--- config.mk ---
export PLATFORM = sky130hd
export DESIGN_NAME = cog_ctr_seq_flat
export DESIGN_NICKNAME = d
export VERILOG_FILES = /design/src/rtl/cog_ctr_seq_if.sv /design/src/rtl/cog_ctr_seq.sv /design/src/flat_wrapper.sv
export SDC_FILE = /design/constraint.sdc
export NUM_CORES = 1
export LEC_CHECK = 0
export ABC_AREA = 1
export CAP_MARGIN = 20
export CORE_ASPECT_RATIO = 0.8
export CORE_MARGIN = 5
export CORE_UTILIZATION = 30
export CTS_BUF_LIST = sky130_fd_sc_hd__clkbuf_2
export DETAILED_ROUTE_END_ITERATION = 8
export GPL_TIMING_DRIVEN = 0
export PLACE_DENSITY_LB_ADDON = 0.25
export SYNTH_ARGS = -nofsm -noshare
export SYNTH_HDL_FRONTEND = slang
export SYNTH_SLANG_ARGS = --single-unit
--- constraint.sdc ---
create_clock -name clk_cog -period 7.3 [get_ports clk_cog]
set_clock_uncertainty 0.15 [all_clocks]
set_input_delay 1.46 -clock clk_cog [delete_from_list [all_inputs] [get_ports clk_cog]]
set_output_delay 1.46 -clock clk_cog [all_outputs]
set_load 0.01 [all_outputs]
--- src/rtl/cog_ctr_seq_if.sv ---
// Cog-side write/status bundle for the counter sample sequencer.
// The cog (master) writes config and samples; the sequencer (slave) reports FIFO and delivery state.
interface cog_ctr_seq_if #(
  parameter int AW = 3
);
  logic        wr_cfg;
  logic        wr_dat;
  logic [31:0] data;
  logic        setfrq;
  logic [31:0] frq_data;
  logic        full;
  logic        empty;
  logic [AW:0] count;
  logic        underrun;
  logic        overflow;
  logic        running;

  modport master (
    output wr_cfg, wr_dat, data,
    input  setfrq, frq_data, full, empty, count, underrun, overflow, running
  );

  modport slave (
    input  wr_cfg, wr_dat, data,
    output setfrq, frq_data, full, empty, count, underrun, overflow, running
  );
endinterface

--- src/rtl/cog_ctr_seq.sv ---
// Sample sequencer: buffers cog-written FRQ samples in a FIFO and pops one per timer
// interval onto the counter's setfrq/frq_data load path.
module cog_ctr_seq #(
  parameter int DEPTH = 8,
  parameter int AW    = 3
) (
  input  logic          clk_cog,
  input  logic          res,
  input  logic          ena,
  cog_ctr_seq_if.slave  bus
);
  localparam logic [0:0]  ST_IDLE   = 1'b0;
  localparam logic [0:0]  ST_RUN    = 1'b1;
  localparam logic [AW:0] DEPTH_CNT = (AW + 1)'(DEPTH);

  logic [31:0]   mem [DEPTH];
  logic [AW-1:0] rd_ptr_reg;
  logic [AW-1:0] wr_ptr_reg;
  logic [AW:0]   count_reg;
  logic [15:0]   period_reg;
  logic [15:0]   timer_reg;
  logic [0:0]    state_reg;
  logic          hold_reg;
  logic          underrun_reg;
  logic          overflow_reg;
  logic          setfrq_reg;
  logic [31:0]   frq_data_reg;

  logic clear;
  logic fifo_empty;
  logic fifo_full;
  logic tick;
  logic pop;
  logic push_ok;
  logic push_drop;

  // A disabled cog behaves exactly like a reset.
  assign clear      = res | ~ena;
  assign fifo_empty = (count_reg == '0);
  assign fifo_full  = (count_reg == DEPTH_CNT);
  // A config write in the tick cycle takes over: no pop, timer reloads from data.
  assign tick       = (state_reg == ST_RUN) && (timer_reg == '0) && !bus.wr_cfg;
  assign pop        = tick && !fifo_empty;
  assign push_ok    = bus.wr_dat && (!fifo_full || pop);
  assign push_drop  = bus.wr_dat && !push_ok;

  // Storage is deliberately left out of the clear so it maps onto plain block RAM.
  always_ff @(posedge clk_cog) begin
    if (!clear && push_ok) begin
      mem[wr_ptr_reg] <= bus.data;
    end
  end

  always_ff @(posedge clk_cog) begin
    if (clear) begin
      frq_data_reg <= '0;
    end else if (pop) begin
      frq_data_reg <= mem[rd_ptr_reg];
    end
  end

  always_ff @(posedge clk_cog) begin
    if (clear) begin
      rd_ptr_reg   <= '0;
      wr_ptr_reg   <= '0;
      count_reg    <= '0;
      period_reg   <= '0;
      timer_reg    <= '0;
      state_reg    <= ST_IDLE;
      hold_reg     <= 1'b0;
      underrun_reg <= 1'b0;
      overflow_reg <= 1'b0;
      setfrq_reg   <= 1'b0;
    end else begin
      if (pop) begin
        rd_ptr_reg <= rd_ptr_reg + AW'(1);
      end
      if (push_ok) begin
        wr_ptr_reg <= wr_ptr_reg + AW'(1);
      end
      case ({push_ok, pop})
        2'b10:   count_reg <= count_reg + (AW + 1)'(1);
        2'b01:   count_reg <= count_reg - (AW + 1)'(1);
        default: count_reg <= count_reg;
      endcase

      // With hold set, an empty tick re-delivers the sample already on frq_data.
      setfrq_reg <= tick && (!fifo_empty || hold_reg);

      if (bus.wr_cfg) begin
        period_reg   <= bus.data[15:0];
        timer_reg    <= bus.data[15:0];
        state_reg    <= bus.data[16] ? ST_RUN : ST_IDLE;
        hold_reg     <= bus.data[17];
        underrun_reg <= 1'b0;
        overflow_reg <= push_drop;
      end else begin
        if (state_reg == ST_RUN) begin
          timer_reg <= tick ? period_reg : timer_reg - 16'd1;
        end
        if (tick && fifo_empty) begin
          underrun_reg <= 1'b1;
        end
        if (push_drop) begin
          overflow_reg <= 1'b1;
        end
      end
    end
  end

  assign bus.setfrq   = setfrq_reg;
  assign bus.frq_data = frq_data_reg;
  assign bus.full     = fifo_full;
  assign bus.empty    = fifo_empty;
  assign bus.count    = count_reg;
  assign bus.underrun = underrun_reg;
  assign bus.overflow = overflow_reg;
  assign bus.running  = (state_reg == ST_RUN);
endmodule
--- src/flat_wrapper.sv ---
// flat-port wrapper written by rule: the top's interface ports become plain ports
module cog_ctr_seq_flat 
#(
  parameter int DEPTH = 8,
  parameter int AW    = 3
)
  (clk_cog, res, ena, bus_wr_cfg, bus_wr_dat, bus_data, bus_setfrq, bus_frq_data, bus_full, bus_empty, bus_count, bus_underrun, bus_overflow, bus_running);
  cog_ctr_seq_if #(.AW(AW)) bus_i ();
  input  logic clk_cog;
  input  logic res;
  input  logic ena;
  input wire logic [$bits(bus_i.wr_cfg)-1:0] bus_wr_cfg;
  input wire logic [$bits(bus_i.wr_dat)-1:0] bus_wr_dat;
  input wire logic [$bits(bus_i.data)-1:0] bus_data;
  output wire logic [$bits(bus_i.setfrq)-1:0] bus_setfrq;
  output wire logic [$bits(bus_i.frq_data)-1:0] bus_frq_data;
  output wire logic [$bits(bus_i.full)-1:0] bus_full;
  output wire logic [$bits(bus_i.empty)-1:0] bus_empty;
  output wire logic [$bits(bus_i.count)-1:0] bus_count;
  output wire logic [$bits(bus_i.underrun)-1:0] bus_underrun;
  output wire logic [$bits(bus_i.overflow)-1:0] bus_overflow;
  output wire logic [$bits(bus_i.running)-1:0] bus_running;
  assign bus_i.wr_cfg = bus_wr_cfg;
  assign bus_i.wr_dat = bus_wr_dat;
  assign bus_i.data = bus_data;
  assign bus_setfrq = bus_i.setfrq;
  assign bus_frq_data = bus_i.frq_data;
  assign bus_full = bus_i.full;
  assign bus_empty = bus_i.empty;
  assign bus_count = bus_i.count;
  assign bus_underrun = bus_i.underrun;
  assign bus_overflow = bus_i.overflow;
  assign bus_running = bus_i.running;
  cog_ctr_seq #(.DEPTH(DEPTH), .AW(AW)) u_core (.clk_cog(clk_cog), .res(res), .ena(ena), .bus(bus_i));
endmodule
==> flow_metrics.env <==
export IMPL_status="finished clean"
export IMPL_yosys_area_share_xor_xnor=0.004622
export IMPL_cp_data_arrival_time_ps=2390
export IMPL_h_tree_depth=3
export IMPL_grt_first_pass_wirelength_um=57770
export IMPL_numCtsBuffers=86
export IMPL_layout_commonest_cell="edfxtp_1"
export IMPL_comb_power_share=0.043
export IMPL_clock_power_share=0.374
export IMPL_finalCritPeriodShare=0.5473
export IMPL_die_h_um=198.1
export IMPL_yosysSeqAreaShare=0.6988
export IMPL_slew_headroom=0.3587
export IMPL_ys_warnings_count=0
export IMPL_row_count=68
export IMPL_period_needed_ps=3995
export IMPL_drtPass1Iterations=5
export IMPL_syn_avg_cell_area_um2=11.25
export IMPL_cts_reportedPaths_clkPinSlew_ps=100
export IMPL_ys_ff_latch=335
export IMPL_cts_hold_buf=0
export IMPL_antenna_found_initial=1
export IMPL_gp_congestion=0.8096
export IMPL_rsz0062_at_grt="false"
export IMPL_setup_viol=0
export IMPL_fin_area_um2=15790
export IMPL_die_w_um=245.1
export IMPL_numPortBuffers=78
export IMPL_drive_above_1_share=0.1439
export IMPL_whs_ps=317.1
export IMPL_routed_wl_um=38760
export IMPL_maxCapViolCount=0
export IMPL_finalSetupTns_ps=0
export IMPL_synthSimpleGateAreaFrac=0.1147
export IMPL_io_pin_count=79
export IMPL_synth_fp_nets=1223
export IMPL_clock_sinks=335
export IMPL_vias=9644
export IMPL_wire_per_inst_um=19.51
export IMPL_place_hpwl_um=24900
export IMPL_drt_iter0_markers=788
export IMPL_layoutNonFillerInstCount=1987
export IMPL_synth_edf_count=256
export IMPL_async_flop_share=0
export IMPL_p_int_mw=2.653
export IMPL_worst_pin_slew_ps=958.4
export IMPL_synth_flop_cell="edfxtp_1"
export IMPL_critPathLaunchType="register"
export IMPL_syn_cell_area_um2=13260
export IMPL_yosys_area_share_adder=0.007169
export IMPL_clk_latency_ps=970
export IMPL_min_path_type="reg -> reg"
export IMPL_crit_type="reg -> out"
export IMPL_initial_core_util=0.3057
export IMPL_drtAntennaViolNets=0
export IMPL_num_nets_final=1397
export IMPL_postCtsSetupBuffers=0
export IMPL_p_sw_mw=0.8947
export IMPL_synthDistinctLibCells=33
export IMPL_grt_pass1_vias=9453
export IMPL_cts_tree="yes"
export IMPL_synth_compound_area_share=0.1408
export IMPL_synthMuxAreaShare=0
export IMPL_drcViolationCount=0
export IMPL_power_density_nw_per_um2=224.6
export IMPL_p_seq_frac=0.583
export IMPL_die_area_um2=48550
export IMPL_post_cts_resized=0
export IMPL_preCtsSetupSlack_ps=2625
export IMPL_hold_viol=0
export IMPL_required_ps=5690
export IMPL_fmax_mhz=250.3
export IMPL_syn_inst=1179
export IMPL_area_growth_pct=19.07
export IMPL_end_kind="output port"
export IMPL_grt_max_degree=25
export IMPL_overflow=0
export IMPL_dp_cells=1825
export IMPL_clockBufferDepth=3
export IMPL_peakVddDrop_v=0.0001107
export IMPL_swShare=0.2522
export IMPL_path_max_fanout=5
export IMPL_largest_reg_flops=256
export IMPL_grt_usage=0.1559
export IMPL_synth_top_family_by_area="compound AO/OA/AOI/OAI gates"
export IMPL_setup_ws_ps=3305
export IMPL_slew_violations=0
export IMPL_post_dp_cell_area_um2=14980
export IMPL_p_leak_nw=5.560
export IMPL_vias_per_cell=4.854
export IMPL_final_cell_mix="edfxtp_1, nand2_1, o21ai_0, nor2_1, clkbuf_2"
export IMPL_core_um2=43390
export IMPL_cts_root_buf="clkbuf_2"
==> logic make-up (layout without fill, tap and decap cells) <==
group | Yosys count | after routing
adder cells (fa/ha/maj) | 7 | 7
buffers and inverters | 109 | 355
flip-flops | 335 | 335
other | 0 | 2
XOR/XNOR | 7 | 7
AND/OR/NAND/NOR | 376 | 376
AO/OA/AOI/OAI | 345 | 345
==> metrics by stage <==
| step | utilization | power, mW |
|---|---|---|
| 2_1_floorplan | - | 2.185 |
| 3_3_place_gp | 0.3398 | 2.260 |
| 3_5_place_dp | 0.3452 | 2.265 |
| 4_1_cts | 0.3639 | 3.587 |
| 5_1_grt | 0.3640 | 3.699 |
| 6_report | 0.3640 | 3.548 |
==> cell type report <==
class / instances / area [um^2]
sequential: 335 / 9269
multi-input combinational: 735 / 3606
clock buffer: 141 / 705.7
buffer: 70 / 302.8
tap: 560 / 700.7
antenna: 2 / 5.005
fill: 4388 / 27600
clock inverter: 19 / 102.6
timing repair buffer: 86 / 955.9
inverter: 39 / 146.4
==> metal layers <==
layer,routed length [um],GRT usage
met1,18710,0.2249
met2,17030,0.2324
met3,2267,0.03698
met4,752,0.05152
met5,0,0
==> power groups by stage <==
stage	registers (mW)	clock network (mW)	logic, mW
finish	2.07	1.33	0.151
global route	2.07	1.46	0.166
CTS	2.07	1.36	0.152
detailed placement	2.11	0	0.152
global placement	2.11	0	0.146
floorplan	2.11	0	0.0721
==> worst paths after layout <==
path,cells after the start,to,from,slack (ps)
setup / recovery,4,bus_empty,u_core.bus.count[2]$_SDFFE_PP0P_,3300
hold / removal,2,u_core.period_reg[1]$_SDFFE_PP0P_,u_core.period_reg[1]$_SDFFE_PP0P_,320
setup reg to reg,9,u_core.mem[3][3]$_DFFE_PP_,u_core.timer_reg[0]$_SDFFE_PP0P_,4110
hold reg to reg,2,u_core.period_reg[1]$_SDFFE_PP0P_,u_core.period_reg[1]$_SDFFE_PP0P_,320
==> Yosys cell counts (all sizes together), types with 10 or more instances <==
| master | n | share of area |
|---|---|---|
| a21boi | 10 | 0.0057 |
| a21oi | 73 | 0.028 |
| a31oi | 37 | 0.017 |
| buf | 25 | 0.010 |
| clkbuf | 45 | 0.013 |
| dfxtp | 79 | 0.12 |
| edfxtp | 256 | 0.58 |
| inv | 39 | 0.011 |
| nand2 | 181 | 0.052 |
| nand3 | 19 | 0.0079 |
| nor2 | 167 | 0.049 |
| o21ai | 179 | 0.068 |
| o22ai | 36 | 0.017 |
==> critical path, cell delays in order, from the launching register on <==
cell	delay [ps]
dfxtp_1	370
nor2_1	120
nand3_1	210
inv_1	180
clkdlybuf4s50_1	570
Power figures use the tool's default switching activity.
